## config.mk

```make
export PLATFORM = sky130hd
export DESIGN_NAME = tile_writer_flat
export DESIGN_NICKNAME = d
export VERILOG_FILES = /design/src/rtl/tile_writer_if.sv /design/src/rtl/tile_writer.sv /design/src/flat_wrapper.sv
export SDC_FILE = /design/constraint.sdc
export NUM_CORES = 1
export LEC_CHECK = 0
export CORE_ASPECT_RATIO = 1.75
export CORE_UTILIZATION = 37
export CTS_CLUSTER_SIZE = 20
export DETAILED_ROUTE_END_ITERATION = 10
export PLACE_DENSITY = 0.74
export SLEW_MARGIN = 10
export SYNTH_ARGS = -nofsm -noshare
export SYNTH_HDL_FRONTEND = slang
export SYNTH_SLANG_ARGS = --single-unit
```

## constraint.sdc

```tcl
create_clock -name clk -period 3 [get_ports clk]
set_input_delay 0.75 -clock clk [delete_from_list [all_inputs] [get_ports clk]]
set_output_delay 0.75 -clock clk [all_outputs]
set_load 0.02 [all_outputs]
```

## src/rtl/tile_writer_if.sv

```systemverilog
// rtl/tile_writer_if.sv - input word stream and buffer write port bundle for tile_writer
//
// Ports carried:
//   in_data/in_valid/in_ready : word stream from the compute datapath
//   wr_en/wr_addr/wr_data/wr_mask : single-cycle buffer write port
// Modports:
//   master : the datapath/buffer side (drives the stream, observes writes)
//   slave  : tile_writer itself
interface tile_writer_if #(
  parameter int DATA_WIDTH = 64,
  parameter int ADDR_WIDTH = 8
);
  localparam int LANES = DATA_WIDTH / 8;

  logic [DATA_WIDTH-1:0] in_data;
  logic                  in_valid;
  logic                  in_ready;
  logic                  wr_en;
  logic [ADDR_WIDTH-1:0] wr_addr;
  logic [DATA_WIDTH-1:0] wr_data;
  logic [LANES-1:0]      wr_mask;

  modport master (
    output in_data, in_valid,
    input  in_ready, wr_en, wr_addr, wr_data, wr_mask
  );

  modport slave (
    input  in_data, in_valid,
    output in_ready, wr_en, wr_addr, wr_data, wr_mask
  );
endinterface

```

## src/rtl/tile_writer.sv

```systemverilog
// rtl/tile_writer.sv - stores a per-channel strided tile from a word stream into the output buffer
//
// Ports:
//   clk, rst_n   : clock, asynchronous active-low reset
//   clr          : synchronous abort, returns to IDLE without done
//   start        : one-cycle pulse, latches the tile config below
//   row_len      : elements (bytes) per channel row
//   base_addr_wr : word address of channel 0, word 0
//   stride_chan  : word address step between channels
//   chan_num     : number of channels
//   bus          : input stream + buffer write port (tile_writer_if.slave)
//   busy         : tile in progress (RUN or FIN)
//   done         : one-cycle pulse with the final write
module tile_writer #(
  parameter int DATA_WIDTH = 64,
  parameter int ADDR_WIDTH = 8
) (
  input  logic                  clk,
  input  logic                  rst_n,
  input  logic                  clr,
  input  logic                  start,
  input  logic [5:0]            row_len,
  input  logic [ADDR_WIDTH-1:0] base_addr_wr,
  input  logic [ADDR_WIDTH-1:0] stride_chan,
  input  logic [9:0]            chan_num,
  tile_writer_if.slave          bus,
  output logic                  busy,
  output logic                  done
);
  localparam int LANES = DATA_WIDTH / 8;

  typedef enum logic [1:0] {S_IDLE, S_RUN, S_FIN} state_t;

  state_t state_q, state_d;

  logic [ADDR_WIDTH-1:0] stride_q;
  logic [ADDR_WIDTH-1:0] chan_base_q;
  logic [9:0]            chan_num_q;
  logic [9:0]            chan_idx_q;
  logic [5:0]            wpr_q;
  logic [5:0]            word_idx_q;
  logic [LANES-1:0]      tail_mask_q;

  logic [5:0]       wpr_d;
  logic [5:0]       rem_d;
  logic [LANES-1:0] tail_mask_d;
  logic             xfer;
  logic             last_word;
  logic             last_chan;

  // Row geometry derived from row_len at start; only these derived values are kept.
  always_comb begin
    wpr_d = 6'((32'(row_len) + LANES - 1) / LANES);
    rem_d = 6'(32'(row_len) % LANES);
    tail_mask_d = '0;
    for (int i = 0; i < LANES; i++) begin
      // A row that fills its last word exactly gets a full mask.
      tail_mask_d[i] = (rem_d == 6'd0) || (i < int'(rem_d));
    end
  end

  assign xfer      = (state_q == S_RUN) && bus.in_valid;
  assign last_word = (word_idx_q == wpr_q - 6'd1);
  assign last_chan = (chan_idx_q == chan_num_q - 10'd1);

  always_ff @(posedge clk or negedge rst_n) begin
    if (!rst_n) begin
      state_q <= S_IDLE;
    end else begin
      state_q <= state_d;
    end
  end

  always_comb begin
    state_d      = state_q;
    bus.in_ready = 1'b0;
    busy         = 1'b0;
    done         = 1'b0;
    case (state_q)
      S_IDLE: begin
        if (start) begin
          state_d = (row_len == 6'd0 || chan_num == 10'd0) ? S_FIN : S_RUN;
        end
      end
      S_RUN: begin
        bus.in_ready = 1'b1;
        busy         = 1'b1;
        if (xfer && last_word && last_chan) begin
          state_d = S_FIN;
        end
      end
      S_FIN: begin
        busy    = 1'b1;
        done    = 1'b1;
        state_d = S_IDLE;
      end
      default: state_d = S_IDLE;
    endcase
    if (clr) begin
      state_d = S_IDLE;
    end
  end

  always_ff @(posedge clk or negedge rst_n) begin
    if (!rst_n) begin
      stride_q     <= '0;
      chan_base_q  <= '0;
      chan_num_q   <= '0;
      chan_idx_q   <= '0;
      wpr_q        <= '0;
      word_idx_q   <= '0;
      tail_mask_q  <= '0;
      bus.wr_en    <= 1'b0;
      bus.wr_addr  <= '0;
      bus.wr_data  <= '0;
      bus.wr_mask  <= '0;
    end else if (clr) begin
      // Aborting drops any write that this cycle's transfer would have scheduled.
      stride_q     <= '0;
      chan_base_q  <= '0;
      chan_num_q   <= '0;
      chan_idx_q   <= '0;
      wpr_q        <= '0;
      word_idx_q   <= '0;
      tail_mask_q  <= '0;
      bus.wr_en    <= 1'b0;
      bus.wr_addr  <= '0;
      bus.wr_data  <= '0;
      bus.wr_mask  <= '0;
    end else begin
      bus.wr_en <= xfer;
      if (state_q == S_IDLE && start) begin
        stride_q    <= stride_chan;
        chan_base_q <= base_addr_wr;
        chan_num_q  <= chan_num;
        chan_idx_q  <= '0;
        wpr_q       <= wpr_d;
        word_idx_q  <= '0;
        tail_mask_q <= tail_mask_d;
      end else if (xfer) begin
        bus.wr_addr <= chan_base_q + ADDR_WIDTH'(word_idx_q);
        bus.wr_data <= bus.in_data;
        bus.wr_mask <= last_word ? tail_mask_q : {LANES{1'b1}};
        if (last_word) begin
          word_idx_q  <= '0;
          chan_base_q <= chan_base_q + stride_q;
          chan_idx_q  <= chan_idx_q + 10'd1;
        end else begin
          word_idx_q  <= word_idx_q + 6'd1;
        end
      end
    end
  end
endmodule

```

## src/flat_wrapper.sv

```systemverilog
// flat-port wrapper written by rule: the top's interface ports become plain ports
module tile_writer_flat 
#(
  parameter int DATA_WIDTH = 64,
  parameter int ADDR_WIDTH = 8
)
  (clk, rst_n, clr, start, row_len, base_addr_wr, stride_chan, chan_num, busy, done, bus_in_data, bus_in_valid, bus_in_ready, bus_wr_en, bus_wr_addr, bus_wr_data, bus_wr_mask);
  tile_writer_if #(.DATA_WIDTH(DATA_WIDTH), .ADDR_WIDTH(ADDR_WIDTH)) bus_i ();
  input  logic clk;
  input  logic rst_n;
  input  logic clr;
  input  logic start;
  input  logic [5:0] row_len;
  input  logic [ADDR_WIDTH-1:0] base_addr_wr;
  input  logic [ADDR_WIDTH-1:0] stride_chan;
  input  logic [9:0] chan_num;
  output logic busy;
  output logic done;
  input wire logic [$bits(bus_i.in_data)-1:0] bus_in_data;
  input wire logic [$bits(bus_i.in_valid)-1:0] bus_in_valid;
  output wire logic [$bits(bus_i.in_ready)-1:0] bus_in_ready;
  output wire logic [$bits(bus_i.wr_en)-1:0] bus_wr_en;
  output wire logic [$bits(bus_i.wr_addr)-1:0] bus_wr_addr;
  output wire logic [$bits(bus_i.wr_data)-1:0] bus_wr_data;
  output wire logic [$bits(bus_i.wr_mask)-1:0] bus_wr_mask;
  assign bus_i.in_data = bus_in_data;
  assign bus_i.in_valid = bus_in_valid;
  assign bus_in_ready = bus_i.in_ready;
  assign bus_wr_en = bus_i.wr_en;
  assign bus_wr_addr = bus_i.wr_addr;
  assign bus_wr_data = bus_i.wr_data;
  assign bus_wr_mask = bus_i.wr_mask;
  tile_writer #(.DATA_WIDTH(DATA_WIDTH), .ADDR_WIDTH(ADDR_WIDTH)) u_core (.clk(clk), .rst_n(rst_n), .clr(clr), .start(start), .row_len(row_len), .base_addr_wr(base_addr_wr), .stride_chan(stride_chan), .chan_num(chan_num), .bus(bus_i), .busy(busy), .done(done));
endmodule
```

======== After elaboration in Yosys (flattened, before gate mapping) ========
Index checks and enable logic that the tools add are counted.
storage, ports and cells
  register bits after elaboration ......... 139
  output and inout port bits .............. 84
  logic and storage cells ................. 99
cells by class
  add/subtract/negate cells ............... 8
  $lt $le $gt $ge ......................... 8
  equality and inequality tests ........... 7
  muxes and demuxes ....................... 39
  reductions and logical operators ........ 25
operators with widths
  operator                                                               number
  64-bit two-way mux                                                     3
  8-bit two-way mux                                                      15
  10-bit two-way mux                                                     6
  6-bit two-way mux                                                      6
  6-bit zero test                                                        2
  3-bit < comparator (first input constant)                              4
  10-bit by 1-bit adder with 10-bit output (second input constant)       1
  10-bit equality test                                                   1
  10-bit zero test                                                       1
  10-bit by 1-bit subtractor with 10-bit output (second input constant)  1
  1-bit logical OR                                                       9
  9-bit by 1-bit subtractor with 9-bit output (second input constant)    1
  8-bit by 6-bit adder with 8-bit output                                 1
  8-bit adder                                                            1
  2-bit two-way mux                                                      4
  6-bit by 4-bit adder with 7-bit output (second input constant)         1
  6-bit by 1-bit adder with 6-bit output (second input constant)         1
  6-bit equality test                                                    1
  1-bit by 3-bit < comparator with 1-bit output (first input constant)   2
  2-bit by 3-bit < comparator with 1-bit output (first input constant)   2
  3-bit inequality test (second input constant)                          2
  2-bit AND reduction                                                    3
  3-bit nonzero test                                                     2
  6-bit by 1-bit subtractor with 6-bit output (second input constant)    1
  other kinds (9)                                                        16

======== Depth between registers and ports, before layout ========
Gate-level depths: netlist of run 1.
  depth after elaboration ................. 7
  depth in mapped cells ................... 10
  mapped depth without buffers ............ 10

======== Worst setup path after synthesis of run 1 ========
No wires, ideal clock.
  path type ............................... in2reg
  from .................................... input port row_len[1]
  to ...................................... register u_core.state_q[1]
  library setup time ...................... 82 ps
  arrival ................................. 2,354 ps
  slack ................................... 564 ps
  stages .................................. 8
  buffers on the path ..................... 2
  path through ............................ clkbuf_1 or3_1 clkbuf_1 or4_1 nand3_1 a21oi_1 a211o_1 a31oi_1
on the way
  longest elaborated chain between the ends .. 6
RTL lines
  element                             line                text
  from (decl)                         flat_wrapper.sv:13  input logic [5:0] row_len;
  6-bit zero test                     tile_writer.sv:82   state_d = (row_len == 6'd0 || chan_num == 10'd0) ? S_FIN : S_RUN;
  1-bit logical OR                    tile_writer.sv:82
  2-bit two-way mux                   tile_writer.sv:82
  2-bit two-way mux                   tile_writer.sv:81   if (start) begin
  2-bit case mux with 2 select lines  tile_writer.sv:79   case (state_q)
  2-bit two-way mux                   tile_writer.sv:99   if (clr) begin
  to (signal assigned)                tile_writer.sv:70   state_q <= state_d;
  to (decl)                           tile_writer.sv:34   state_t state_q, state_d;
Every way passes these cells. The select of a mux whose other input is x is not followed.
A chain may end at the register's enable or synchronous reset.

======== Worst setup path in the final report of run 1 ========
  from .................................... register u_core.state_q[1]
  to ...................................... output port bus_in_ready
on the way
  longest elaborated chain between the ends .. 2
RTL lines
  element                                         line                text
  2-bit by 1-bit equality test with 1-bit output  tile_writer.sv:79
  1-bit two-way mux                               tile_writer.sv:79
  to (decl)                                       flat_wrapper.sv:21  output wire logic [$bits(bus_i.in_ready)-1:0] bus_in_ready;
Every way passes these cells.

==> results of run 1 <==
## registers in the layout (all words and copies together) (netlist names)
| register | cells |
|---|---|
| u_core.bus.wr_data | 64 |
| u_core.chan_idx_q | 10 |
| u_core.chan_num_q | 10 |
| u_core.bus.wr_addr | 8 |
| u_core.bus.wr_mask | 8 |
| u_core.chan_base_q | 8 |
| u_core.stride_q | 8 |
| u_core.tail_mask_q | 8 |
| u_core.word_idx_q | 6 |
| u_core.wpr_q | 6 |
| u_core.state_q | 2 |
| u_core.bus.wr_en | 1 |
## metal layers
metal  track usage, %  vias to the layer above  wire length, µm
li1                 -                     2587                -
met1             20.1                     2730             6450
met2             37.4                      164            10000
met3             3.37                       29              831
met4             10.4                        0              499
met5                0                        -                0
## power by group
group / total (mW) / switching (mW) / internal, mW
Clock: 2.41 / 0.821 / 1.59
Sequential: 2.12 / 0.110 / 2.01
Combinational: 1.14 / 0.589 / 0.547
Total: 5.67 / 1.52 / 4.15
## worst paths after layout
path,end,depth (start not counted)
max in group asynchronous,u_core.state_q[1],2
max,bus_in_ready,3
min reg2reg,u_core.bus.wr_mask[4],2
max reg2reg,u_core.state_q[1],6
min,u_core.bus.wr_data[1],1
min in group clk,u_core.bus.wr_mask[4],2
## placed cells by master (no fill, tap or decap), types with 3 or more instances in the layout
cell             instances
a21o_1                   9
a21oi_1                 16
clkbuf_16               17
nor3_1                  10
bufinv_16                6
dfrtp_1                139
or3_1                    9
inv_1                   16
nor2b_1                  8
nand3_1                 16
nor2_1                  36
a31oi_1                  6
buf_4                   22
nor3b_1                  4
and3_1                   3
o21ai_0                 34
nand4_1                  3
o22ai_1                  4
inv_6                    4
nand2_1                 52
ha_1                    21
nand4b_1                 3
and2_1                   3
xor2_1                   7
clkdlybuf4s50_1        183
a22o_1                  88
xnor2_1                 34
o31ai_1                  4
buf_12                   4
nor4_1                   3
## final cells by class
cell class                      count  area share [%]
Tap cell                          231            3.04
Multi-Input combinational cell    414            30.6
Clock inverter                     13            2.49
Timing Repair Buffer              210            22.0
Clock buffer                       18            4.63
Inverter                           16           0.633
Sequential cell                   139            36.6
## worst max-delay path: stages (launching register included)
cell and delay (ps):
dfrtp_1 400, inv_1 110, ha_1 260, clkdlybuf4s50_1 650
## cell families after synthesis
| family | Yosys count |
|---|---|
| adder cells (fa/ha/maj) | 23 |
| AND/OR/NAND/NOR | 166 |
| buffers and inverters | 57 |
| AO/OA/AOI/OAI | 182 |
| flip-flops | 139 |
| XOR/XNOR | 41 |
| multiplexers | 2 |
## stage by stage
step | cell area [µm²] | hold WS (ps) | instances | total power, mW
2_1_floorplan | 6580 | 445 | 610 | 2.74
3_3_place_gp | 8820 | 450 | 1010 | 3.27
3_5_place_dp | 8820 | 455 | 1010 | 3.29
4_1_cts | 9490 | 305 | 1041 | 5.73
5_1_grt | 9490 | 335 | 1041 | 5.91
6_report | 9490 | 295 | 1041 | 5.67
==> flow_metrics.tcl, run 1 <==
set metrics [dict create \
    max_freq_ghz 0.387 \
    antenna_cells 0 \
    drv_slew 0 \
    place_ws_ps 239 \
    post_cts_resized 0 \
    synth_warnings 0 \
    rrSetupSlack_ps 480 \
    setup-tns-final_ps 0 \
    drv_cap 0 \
    vdd_drop_max_mv 0.269 \
    finalHoldViolCount 0 \
    wirelength_um 17800 \
    postCtsHoldBufs 0 \
    die_area_um2 18300 \
    synth_common_cells "dfrtp_1 (139), a22o_1 (88), nand2_1 (52)" \
    hpwl_um 13200 \
    clkSlewWorstSetupHoldPaths_ps 60 \
    first_pass_iters 4 \
    viasPerCell 5.29 \
    worst_slack_ps 418 \
    crit_start "u_core.state_q[1]" \
    tightest_slew_ps 542 \
    critPathCaptureType "primary output" \
    min_period_over_period_pct 86.1 \
    yosysMostFrequentCell "dfrtp_1" \
    grt_pass1_vias 5686 \
    ys_types 56 \
    grt_max_degree 59 \
    ant_nets 0 \
    synthMuxAreaShare_pct 0.304 \
    ys_seq_area_share_pct 52.9 \
    regArea_um2 3480 \
    synth_top_area_share_pct 52.9 \
    postLayoutCoreUtil_pct 54.4 \
    fillers 1564 \
    clkLatencyLatePin_ps 420 \
    drtIter0Drc 211 \
    regToRegStartpoint "u_core.chan_num_q[0]" \
    num-nets-final 922 \
    worstPathArrival_ps 1830 \
    dominantRegCellSynth "dfrtp_1" \
    worst_ep_required_time_ps 2250 \
    area_growth_pct 44.3 \
    io_pins 185 \
    overflow 0 \
    post_drt_wl_per_cell_um 17.1 \
    start_kind "flop" \
    synth-seq-cells 139 \
    gp_congestion 0.879 \
    vias 5510 \
    cts_buffers 17 \
    yosys.area_share.simple_pct 12.7 \
    crit_fanout 6 \
    synth_fp_nets 734 \
    hold_path_class "in -> async" \
    grt_antenna_before_repair 0 \
    core_area_um2 17500 \
    start_util_pct 37.7 \
    cts_setup_buffers 0 \
    row_count 64 \
    slew_headroom_pct 63.4 \
    port-buffer-count 184 \
    synth_edf_count 0 \
    netlist_instances 610 \
    outcome "finished, final reports clean" \
    ys_top_cells_by_area "dfrtp_1 (53%), a22o_1 (12%), xnor2_1 (4.5%)" \
    drc 0 \
    avgSynthCellArea_um2 10.8 \
    skew_ps 13.8 \
    track_usage_pct 19.8 \
    synth_top_cell_by_area "dfrtp_1" \
    multiInputGateArea_um2 2900 \
    leakage_nw 4.19 \
    cts_root_buffer "clkbuf_16" \
    die_h_um 178 \
    cts_tree "yes" \
    synth_xor_area_share_pct 5.46 \
    synth_compound_area_share_pct 20.7 \
    cts_max_path_buffers 2 \
    rsz0062_at_grt "no" \
    synth_top_family_by_area "compound AO/OA/AOI/OAI gates" \
    cts_sinks 139 \
    synthAdderAreaFrac_pct 4.60 \
    path_class "reg -> out" \
    period_needed_ps 2580 \
    postSynth.asyncResetShare_pct 100 \
    syn_area_um2 6580 \
    die_width_um 103 \
    setup_violations 0 \
    grt_pass1_wl_um 27800 \
    power_density_nw_per_um2 597 \
    drive_gt1_share_pct 8.52 \
    htreeDepth 4 \
]
No activity file was read; power rests on OpenSTA's default activity.
==> run 2, diff against run 1 <==
CORE_UTILIZATION = 38   (was 37)
PLACE_DENSITY = 0.76   (was 0.74)
==> run 2 against run 1 <==
Global-route usage rose by 0.61 points. First-iteration DRC count fell by 27%. Clock skew rose by 0.57 ps. Setup slack got worse by 52 ps. Critical endpoint unchanged. Die area fell by 2.6%. Highest routed layer unchanged. Clock power fell by 11%. Final area fell by 0.67%.
==> flow_metrics.tcl, run 2 (same netlist as run 1, synthesis figures left out) <==
set metrics [dict create \
    outcome "finished, final reports clean" \
    crit_fanout 6 \
    critPathSlowestCell "clkdlybuf4s50_1" \
    vdd_drop_max_mv 0.279 \
    overflow 0 \
    power_frac_seq_pct 39.4 \
    regToRegStartpoint "u_core.wpr_q[0]" \
    largest_registers "u_core.bus.wr_data (64), u_core.chan_idx_q (10), u_core.chan_num_q (10)" \
    track_usage_pct 20.4 \
    setup-tns-final_ps 0 \
    post-route-cell-area_um2 9430 \
    hold_path_class "in -> async" \
    crit_start "u_core.state_q[1]" \
    post_drt_wl_per_cell_um 16.7 \
    rsz0062_at_grt "no" \
    cts_root_buffer "clkbuf_16" \
    swShare_pct 28.2 \
    port-buffer-count 184 \
    p_int_mw 3.87 \
    postCtsHoldBufs 0 \
    worst_ep_required_time_ps 2250 \
    combinationalPowerShare_pct 20.8 \
    max_freq_ghz 0.380 \
    fillers 1463 \
    clkLatencyLatePin_ps 430 \
    core_area_um2 16900 \
    most-common-layout-cells "clkdlybuf4s50_1 (183), dfrtp_1 (139), a22o_1 (88)" \
    drtIter0Drc 153 \
    grt_pass1_vias 5459 \
    row_count 63 \
    drv_cap 0 \
    timing.rr.end "u_core.chan_idx_q[6]" \
    reg2regPathDepth 9 \
    ant_nets 0 \
    die_width_um 101 \
    min_period_over_period_pct 87.8 \
    die_area_um2 17900 \
    clkSlewWorstSetupHoldPaths_ps 70 \
    hpwl_um 12900 \
    io_pins 185 \
    worstPathArrival_ps 1880 \
    cts_buffers 17 \
    htreeDepth 4 \
    drv_slew 0 \
    setup_violations 0 \
    cp_cell_sequence "inv_1 -> ha_1 -> clkdlybuf4s50_1" \
    power_density_nw_per_um2 571 \
    die_h_um 176 \
    path_class "reg -> out" \
    power_switching_mw 1.52 \
    first_pass_iters 4 \
    grt_max_degree 66 \
    start_util_pct 38.8 \
    num-nets-final 921 \
    leakage_nw 4.15 \
    slew_headroom_pct 58.8 \
    start_kind "flop" \
    drc 0 \
    tightest_slew_ps 615 \
    drive_gt1_share_pct 8.28 \
    grt_antenna_before_repair 0 \
    finalHoldViolCount 0 \
    skew_ps 14.4 \
    pwr-share-clk_pct 39.8 \
    regMostFlops "u_core.bus.wr_data" \
    cts_setup_buffers 0 \
    area_growth_pct 43.3 \
    critPathCaptureType "primary output" \
    cts_max_path_buffers 2 \
    cts_sinks 139 \
    rrSetupSlack_ps 490 \
    period_needed_ps 2630 \
    wirelength_um 17300 \
    postPlaceCellArea_um2 8830 \
    grt_pass1_wl_um 27800 \
    post_cts_resized 0 \
    gp_congestion 0.865 \
    cts_tree "yes" \
    vias 5446 \
    cpPeakStageDelay_ps 660 \
    viasPerCell 5.26 \
    antenna_cells 0 \
    largest_reg_flops 64 \
    layout_commonest_cell "clkdlybuf4s50_1" \
]
[run 2: cell types whose count changed in the layout (fill, tap and decap cells not counted), sizes merged]
cell      previous run  this run
buf                 27        26
bufinv               6         3
clkinv               2         5
clkinvlp             1         3
inv                 20        18
[run 2: worst max path at each step]
stage / endpoint / slack [ps]
floorplan: u_core.state_q[1] / 560
global placement: u_core.state_q[1] / 320
detailed placement: u_core.state_q[1] / 320
CTS: bus_in_ready / 350
global route: u_core.state_q[0] / 120
finish: bus_in_ready / 370
[run 2: stage by stage]
step / std cells / total power [mW] / hold slack, ps / worst slack [ps] / utilization (%)
global placement: 1005 / 3.26 / 449 / 321 / 52.1
global route: 1036 / 5.63 / 365 / 120 / 55.6
finish: 1036 / 5.39 / 328 / 366 / 55.6
detailed placement: 1005 / 3.28 / 456 / 316 / 52.1
floorplan: 610 / 2.74 / 445 / 564 / -
CTS: 1036 / 5.45 / 338 / 348 / 55.6
[run 2: cell type report]
class / instances / area (µm²) / share of cell area, %
clock buffers: 18 / 429 / 4.55
repair buffers: 209 / 2110 / 22.3
well taps: 227 / 284 / 3.01
multi-input cells: 414 / 2900 / 30.8
inverters: 16 / 60.1 / 0.637
clock inverters: 13 / 170 / 1.80
flip-flops and latches: 139 / 3480 / 36.9
[run 2: layer usage]
metal	global-route usage, %	up-vias	routed length (µm)
met5	0	-	0
met4	10.1	0	559
met3	4.47	31	940
met2	37.3	182	9410
met1	21.6	2640	6420
li1	-	2593	-
[run 2: worst max-delay path: cells and delay by family (launching register included)]
family / cells / cell delay (ps)
flip-flops: 1 / 400
buffers and inverters: 2 / 760
adder cells (fa/ha/maj): 1 / 300
[run 2: power groups by stage]
stage	clock (mW)	combinational [mW]	sequential, mW
6_report	2.14	1.12	2.12
5_1_grt	2.26	1.23	2.14
4_1_cts	2.19	1.13	2.12
3_5_place_dp	0	1.13	2.15
3_3_place_gp	0	1.11	2.15
2_1_floorplan	0	0.533	2.21
